==> src/rtl/tl45_pkg.sv <==
// Shared types for the TL45 memory stage: operation codes and FSM states.
package tl45_pkg;

  typedef enum logic [1:0] {
    NONE  = 2'd0,
    LOAD  = 2'd1,
    STORE = 2'd2
  } mem_op_t;

  typedef enum logic [1:0] {
    IDLE,
    STROBE,
    WAIT_ACK,
    HOLD
  } mem_state_t;

  // Encoding 3 is reserved and behaves as a plain pass-through.
  function automatic mem_op_t decode_op(input logic [1:0] raw);
    case (raw)
      2'd1:    decode_op = LOAD;
      2'd2:    decode_op = STORE;
      default: decode_op = NONE;
    endcase
  endfunction

endpackage

==> src/rtl/tl45_memory.sv <==
// TL45 memory stage: pipeline buffer plus a single-beat Wishbone master with timeout.
// Define TL45_MEM_ALIGN_CHECK_EN to fault misaligned LOAD/STORE without a bus cycle.
module tl45_memory
  import tl45_pkg::*;
#(
  parameter int unsigned TIMEOUT_CYCLES = 255
) (
  input  logic        i_clk,
  input  logic        i_reset_n,
  input  logic        i_pipe_stall,
  output logic        o_pipe_stall,
  input  logic [1:0]  i_buf_op,
  input  logic [3:0]  i_buf_dr,
  input  logic [31:0] i_buf_val,
  input  logic [31:0] i_buf_sr_val,
  output logic [3:0]  o_buf_dr,
  output logic [31:0] o_buf_val,
  output logic [3:0]  o_fwd_reg,
  output logic [31:0] o_fwd_val,
  output logic        o_wb_cyc,
  output logic        o_wb_stb,
  output logic        o_wb_we,
  output logic [29:0] o_wb_addr,
  output logic [31:0] o_wb_data,
  output logic [3:0]  o_wb_sel,
  input  logic        i_wb_ack,
  input  logic        i_wb_stall,
  input  logic        i_wb_err,
  input  logic [31:0] i_wb_data,
  output logic        o_fault
);

  localparam int unsigned CNT_W = (TIMEOUT_CYCLES < 2) ? 1 : $clog2(TIMEOUT_CYCLES + 1);
  localparam logic [CNT_W-1:0] CNT_LAST = CNT_W'((TIMEOUT_CYCLES == 0) ? 0 : TIMEOUT_CYCLES - 1);

  mem_state_t       state_q, state_d;
  logic [3:0]       buf_dr_q, buf_dr_d;
  logic [31:0]      buf_val_q, buf_val_d;
  logic             cyc_q, cyc_d;
  logic             stb_q, stb_d;
  logic             we_q, we_d;
  logic [29:0]      addr_q, addr_d;
  logic [31:0]      data_q, data_d;
  logic [3:0]       sel_q, sel_d;
  logic             fault_q, fault_d;
  logic [CNT_W-1:0] cnt_q, cnt_d;
  logic [3:0]       cap_dr_q, cap_dr_d;
  logic             cap_load_q, cap_load_d;

  mem_op_t op;
  logic    mem_req;
  logic    misaligned;
  logic    done_ok;
  logic    done_err;

  assign op      = decode_op(i_buf_op);
  assign mem_req = (op == LOAD) || (op == STORE);

`ifdef TL45_MEM_ALIGN_CHECK_EN
  assign misaligned = (i_buf_val[1:0] != 2'b00);
`else
  assign misaligned = 1'b0;
`endif

  always_ff @(posedge i_clk or negedge i_reset_n) begin
    if (!i_reset_n) begin
      state_q    <= IDLE;
      buf_dr_q   <= '0;
      buf_val_q  <= '0;
      cyc_q      <= 1'b0;
      stb_q      <= 1'b0;
      we_q       <= 1'b0;
      addr_q     <= '0;
      data_q     <= '0;
      sel_q      <= '0;
      fault_q    <= 1'b0;
      cnt_q      <= '0;
      cap_dr_q   <= '0;
      cap_load_q <= 1'b0;
    end else begin
      state_q    <= state_d;
      buf_dr_q   <= buf_dr_d;
      buf_val_q  <= buf_val_d;
      cyc_q      <= cyc_d;
      stb_q      <= stb_d;
      we_q       <= we_d;
      addr_q     <= addr_d;
      data_q     <= data_d;
      sel_q      <= sel_d;
      fault_q    <= fault_d;
      cnt_q      <= cnt_d;
      cap_dr_q   <= cap_dr_d;
      cap_load_q <= cap_load_d;
    end
  end

  always_comb begin
    state_d    = state_q;
    buf_dr_d   = buf_dr_q;
    buf_val_d  = buf_val_q;
    cyc_d      = cyc_q;
    stb_d      = stb_q;
    we_d       = we_q;
    addr_d     = addr_q;
    data_d     = data_q;
    sel_d      = sel_q;
    fault_d    = 1'b0;
    cnt_d      = cnt_q;
    cap_dr_d   = cap_dr_q;
    cap_load_d = cap_load_q;
    done_ok    = 1'b0;
    done_err   = 1'b0;

    case (state_q)
      IDLE: begin
        if (!i_pipe_stall) begin
          if (mem_req && misaligned) begin
            buf_dr_d = '0;
            fault_d  = 1'b1;
          end else if (mem_req) begin
            state_d    = STROBE;
            cyc_d      = 1'b1;
            stb_d      = 1'b1;
            we_d       = (op == STORE);
            addr_d     = i_buf_val[31:2];
            data_d     = i_buf_sr_val;
            sel_d      = '1;
            cnt_d      = '0;
            cap_dr_d   = i_buf_dr;
            cap_load_d = (op == LOAD);
            buf_dr_d   = '0;
          end else begin
            buf_dr_d  = i_buf_dr;
            buf_val_d = i_buf_val;
          end
        end
      end
      STROBE: begin
        buf_dr_d = '0;
        if (!i_wb_stall) begin
          stb_d   = 1'b0;
          state_d = WAIT_ACK;
          if (i_wb_err)      done_err = 1'b1;
          else if (i_wb_ack) done_ok  = 1'b1;
        end
      end
      WAIT_ACK: begin
        buf_dr_d = '0;
        if (i_wb_err)               done_err = 1'b1;
        else if (i_wb_ack)          done_ok  = 1'b1;
        else if (cnt_q >= CNT_LAST) done_err = 1'b1;
        else if (cnt_q != '1)       cnt_d    = cnt_q + 1'b1;
      end
      HOLD: begin
        if (!i_pipe_stall) state_d = IDLE;
      end
      default: state_d = IDLE;
    endcase

    // Completion is shared by STROBE (same-cycle ack) and WAIT_ACK.
    if (done_ok || done_err) begin
      state_d = i_pipe_stall ? HOLD : IDLE;
      cyc_d   = 1'b0;
      stb_d   = 1'b0;
      if (done_err) begin
        buf_dr_d = '0;
        fault_d  = 1'b1;
      end else if (cap_load_q) begin
        buf_dr_d  = cap_dr_q;
        buf_val_d = i_wb_data;
      end else begin
        buf_dr_d = '0;
      end
    end
  end

  assign o_pipe_stall = i_pipe_stall || (state_q != IDLE) || ((state_q == IDLE) && mem_req);
  assign o_buf_dr     = buf_dr_q;
  assign o_buf_val    = buf_val_q;
  assign o_fwd_reg    = buf_dr_q;
  assign o_fwd_val    = buf_val_q;
  assign o_wb_cyc     = cyc_q;
  assign o_wb_stb     = stb_q;
  assign o_wb_we      = we_q;
  assign o_wb_addr    = addr_q;
  assign o_wb_data    = data_q;
  assign o_wb_sel     = sel_q;
  assign o_fault      = fault_q;

endmodule

==> config.mk <==
export PLATFORM = sky130hd
export DESIGN_NAME = tl45_memory
export DESIGN_NICKNAME = d
export VERILOG_FILES = /design/src/rtl/tl45_pkg.sv /design/src/rtl/tl45_memory.sv
export SDC_FILE = /design/constraint.sdc
export NUM_CORES = 1
export LEC_CHECK = 0
export CORE_MARGIN = 5
export CORE_UTILIZATION = 42
export CTS_CLUSTER_SIZE = 30
export DETAILED_ROUTE_END_ITERATION = 10
export PLACE_DENSITY = 0.81
export SETUP_SLACK_MARGIN = 0.1
export SLEW_MARGIN = 20
export SYNTH_ARGS = -nofsm -noshare
export SYNTH_HDL_FRONTEND = slang
export SYNTH_SLANG_ARGS = --single-unit
==> constraint.sdc <==
create_clock -name i_clk -period 2.35 [get_ports i_clk]
set_clock_uncertainty 0.05 [all_clocks]
set_input_delay 0.47 -clock i_clk [delete_from_list [all_inputs] [get_ports i_clk]]
set_output_delay 0.47 -clock i_clk [all_outputs]
set_load 0.01 [all_outputs]
==> summary.txt <==
Place
  • Post-DP HPWL: 11.8 mm
  • Pre-CTS WS: -0.408 ns
  • Placer Congestion: approximately 0.85
  • Placed cell count: 857
  • IO Port Bufs: 250
  • Placed Area: 0.00808 mm2

Global route
  • GR Overflow Total: 0
  • Via count of the first global-routing pass: 4,893
  • Total GRT Usage: 20.2%
  • Antenna violations before repair: 1
  • Largest net degree at the start of global routing: 65
  • First-pass GRT wire length: 25.5 mm

Cells and area
  • Syn-to-layout area delta: 55.7%
  • Final Non-Filler Cells: 893
  • Net count, final: 820
  • Commonest non-fill, non-tap cell in the layout: clkdlybuf4s50_1
  • Inserted Diodes: 0
  • Most frequent cells in the layout: clkdlybuf4s50_1 (246), dfrtp_1 (118), mux2_2 (64), a21oi_1 (36), nor2_1 (35)
  • Fillers: 1,025
  • Layout cell share with drive strength beyond 1: 17.6%
  • Final instance area: 0.00870 mm2

Power and ir drop
  • Psw: 3.76 mW
  • Seq pwr share: 31.2%
  • Clk pwr share: 21.6%
  • Pwr Density: roughly 1400 mW/mm2
  • PnR Total Power: 11.8 mW
  • Internal: about 8.0 mW
  • Worst VDD drop: 0.000735 V
  • Pleak: roughly 3.8 nW
  • Combinational power share: a little under half
  • Sw frac: a little under a third

Logic synthesis
  • Post-synthesis sequential area ratio: 52.8%
  • Area leader, netlist: dfrtp_1
  • Synth warn: 0
  • Cells after Synth: 479
  • Syn avg cell area: ~12 um2
  • Synth area leaders: dfrtp_1 (53%), mux2_2 (13%), mux2i_1 (6.1%), buf_4 (5.2%), a21oi_1 (3.2%)
  • Cell Area, Synth: 0.00559 mm2
  • Top-area cell type share of the netlist area: 52.8%
  • Number of enable flip-flop cells after synthesis: 0
  • Main synth FF type: dfrtp_1
  • Number of synthesized register bits: between 100 and 150
  • Async S/R FF share, synth: 100%
  • Netlist cell types: 45
  • Net count after synthesis: 595

STA
  • Slew HR: 67.8%
  • Slew Limit Fails: 0
  • Endpoints failing hold: 0
  • Final period util: 92.2%
  • Final WS setup: 0.183 ns
  • Max Fclk: 0.461 GHz
  • RSZ-0062 raised after global routing: false
  • Min Hold Slack: 0.449 ns
  • Slew @ Worst Pin: a little under 0.5 ns
  • Tmin final: 2.17 ns
  • Final setup fails: 0

Critical path
  • FF-to-FF Start: state_q[0]
  • Critical path capture point type: flop
  • Crit path max fanout: 5
  • Worst flop-to-flop path endpoint: cnt_q[3]
  • CP startpoint kind: flop
  • Arr. time, crit path: between 2 and 2.5 ns
  • CP required: 2.61 ns
  • R2R cell count: 6
  • R2R Setup Slk: 0.18 ns
  • Setup CP Type: reg2reg

Route
  • Met3 WL: 1.00 mm
  • Via count: 4,508
  • DR iter-0 viols: 196
  • # DRC: 0
  • Routed len/inst: 17.6 um
  • Met2 routed WL: about 8.6 mm
  • Final ANT Viol Nets: 0
  • Post-Route M1 WL: 5.86 mm
  • Router iterations before antenna repair: 4
  • Final WL: between 15 and 20 mm
  • Max layer used: met5
  • Via density: 5.05

Floorplan
  • Die W: 125 um
  • Core Footprint: 0.0131 mm2
  • Die Ht: 125 um
  • I/O pin count: 251
  • Rows: 42
  • Overall die area: 0.0157 mm2
  • Initial Util: 42.5%

Run status
  • Status: complete, no violations

Hold path
  • HP Class: reg2reg
  • Hold depth: 1
  • Min-delay src: o_wb_cyc
  • Hold path endpoint: o_wb_cyc

CTS
  • Clk pin slew, worst setup/hold paths: approximately 0.050 ns
  • Root Driver: clkbuf_16
  • CTS tree: built
  • Total CTS buffers: 17
  • H-tree Lvls: 4
  • Sinks on Clock Net: 118
  • Clock Latency Late Sink: 0.40 ns
  • Bufs on Longest Clock Path: 2

Flow run
  • Max_cap viols: 0
-- metal layers --
layer  global-route usage, %  vias to the layer above
met5                       0                        -
met4                    6.82                        2
met3                    7.12                       25
met2                    36.3                      163
met1                    22.3                     2212
li1                        -                     2106
-- synth_stat cells (5+ instances only) --
| cell | n |
|---|---|
| dfrtp_1 | 118 |
| mux2_2 | 64 |
| buf_4 | 39 |
| a21oi_1 | 36 |
| nor2_1 | 35 |
| mux2i_1 | 34 |
| nand2_1 | 15 |
| clkbuf_1 | 14 |
| inv_1 | 11 |
| o21ai_0 | 10 |
| a211oi_1 | 9 |
| buf_2 | 8 |
| ha_1 | 8 |
| nand3_1 | 7 |
| nor3b_1 | 7 |
| nand4_1 | 6 |
| nor2b_1 | 6 |
| nand3b_1 | 5 |
-- worst max-delay path, stage by stage, from the launching register on --
cell	delay [ns]
dfrtp_1	0.41
inv_1	0.10
ha_2	0.20
or3b_2	0.47
a32o_2	0.28
or3_1	0.32
o311ai_2	0.24
-- power by group through the flow --
stage / Combinational [mW] / Clock, mW / Sequential (mW)
floorplan: 2.39 / 0 / 4.02
global placement: 5.45 / 0 / 3.63
detailed placement: 5.56 / 0 / 3.71
CTS: 5.59 / 2.60 / 3.70
global route: 5.94 / 2.70 / 3.84
finish: 5.56 / 2.54 / 3.68
-- through the flow --
stage	util, %	TNS, ns
floorplan	-	0
global placement	61.5	-19.26
detailed placement	61.5	-21.86
CTS	66.0	0
global route	66.2	0
finish	66.2	0
-- timing repair --
item                                    CTS  global route
setup buffers                             0             3
hold endpoints to repair                 35             0
resized for setup                         6             2
pin swaps                                 0             1
endpoints found under the setup margin    4            42
hold buffers                              1             0
-- registers in the layout, indices dropped and copies added (netlist names) --
| register | count |
|---|---|
| o_wb_cyc | 1 |
| o_wb_we | 1 |
| o_wb_sel | 1 |
| cnt_q | 8 |
| state_q | 2 |
| o_buf_dr | 4 |
| cap_dr_q | 4 |
| o_wb_stb | 1 |
| o_wb_data | 32 |
| o_fault | 1 |
| o_wb_addr | 30 |
| o_buf_val | 32 |
| cap_load_q | 1 |
-- how the worst max path moves through the flow --
stage | from | endpoint | depth (start not counted)
detailed placement | i_buf_op[0] | cnt_q[3] | 7
floorplan | i_buf_op[0] | cnt_q[3] | 8
global placement | i_buf_op[0] | cnt_q[3] | 7
global route | state_q[0] | cnt_q[3] | 6
finish | state_q[0] | cnt_q[3] | 6
CTS | state_q[0] | o_buf_val[18] | 7
-- cell families (layout without fill, tap and decap cells) --
kind of cell    after synthesis  in the layout  synth area share (%)
flops                       118            118                  52.8
mux                          98             98                  19.0
simple gates                 96             96                  8.78
compound gates               80             80                  9.11
buf+inv                      79            317                  8.51
fa+ha+maj                     8              8                  1.79
-- area by class of cell --
type	count	area, um2	share of cell area, %
timing repair buffer	273	2710	31.1
clock inverter	8	96.3	1.11
multi-input combinational	282	2190	25.1
inverter	12	47.5	0.547
clock buffer	24	492	5.65
tap	176	220	2.53
sequential	118	2950	33.9
Power figures use the tool's default switching activity.
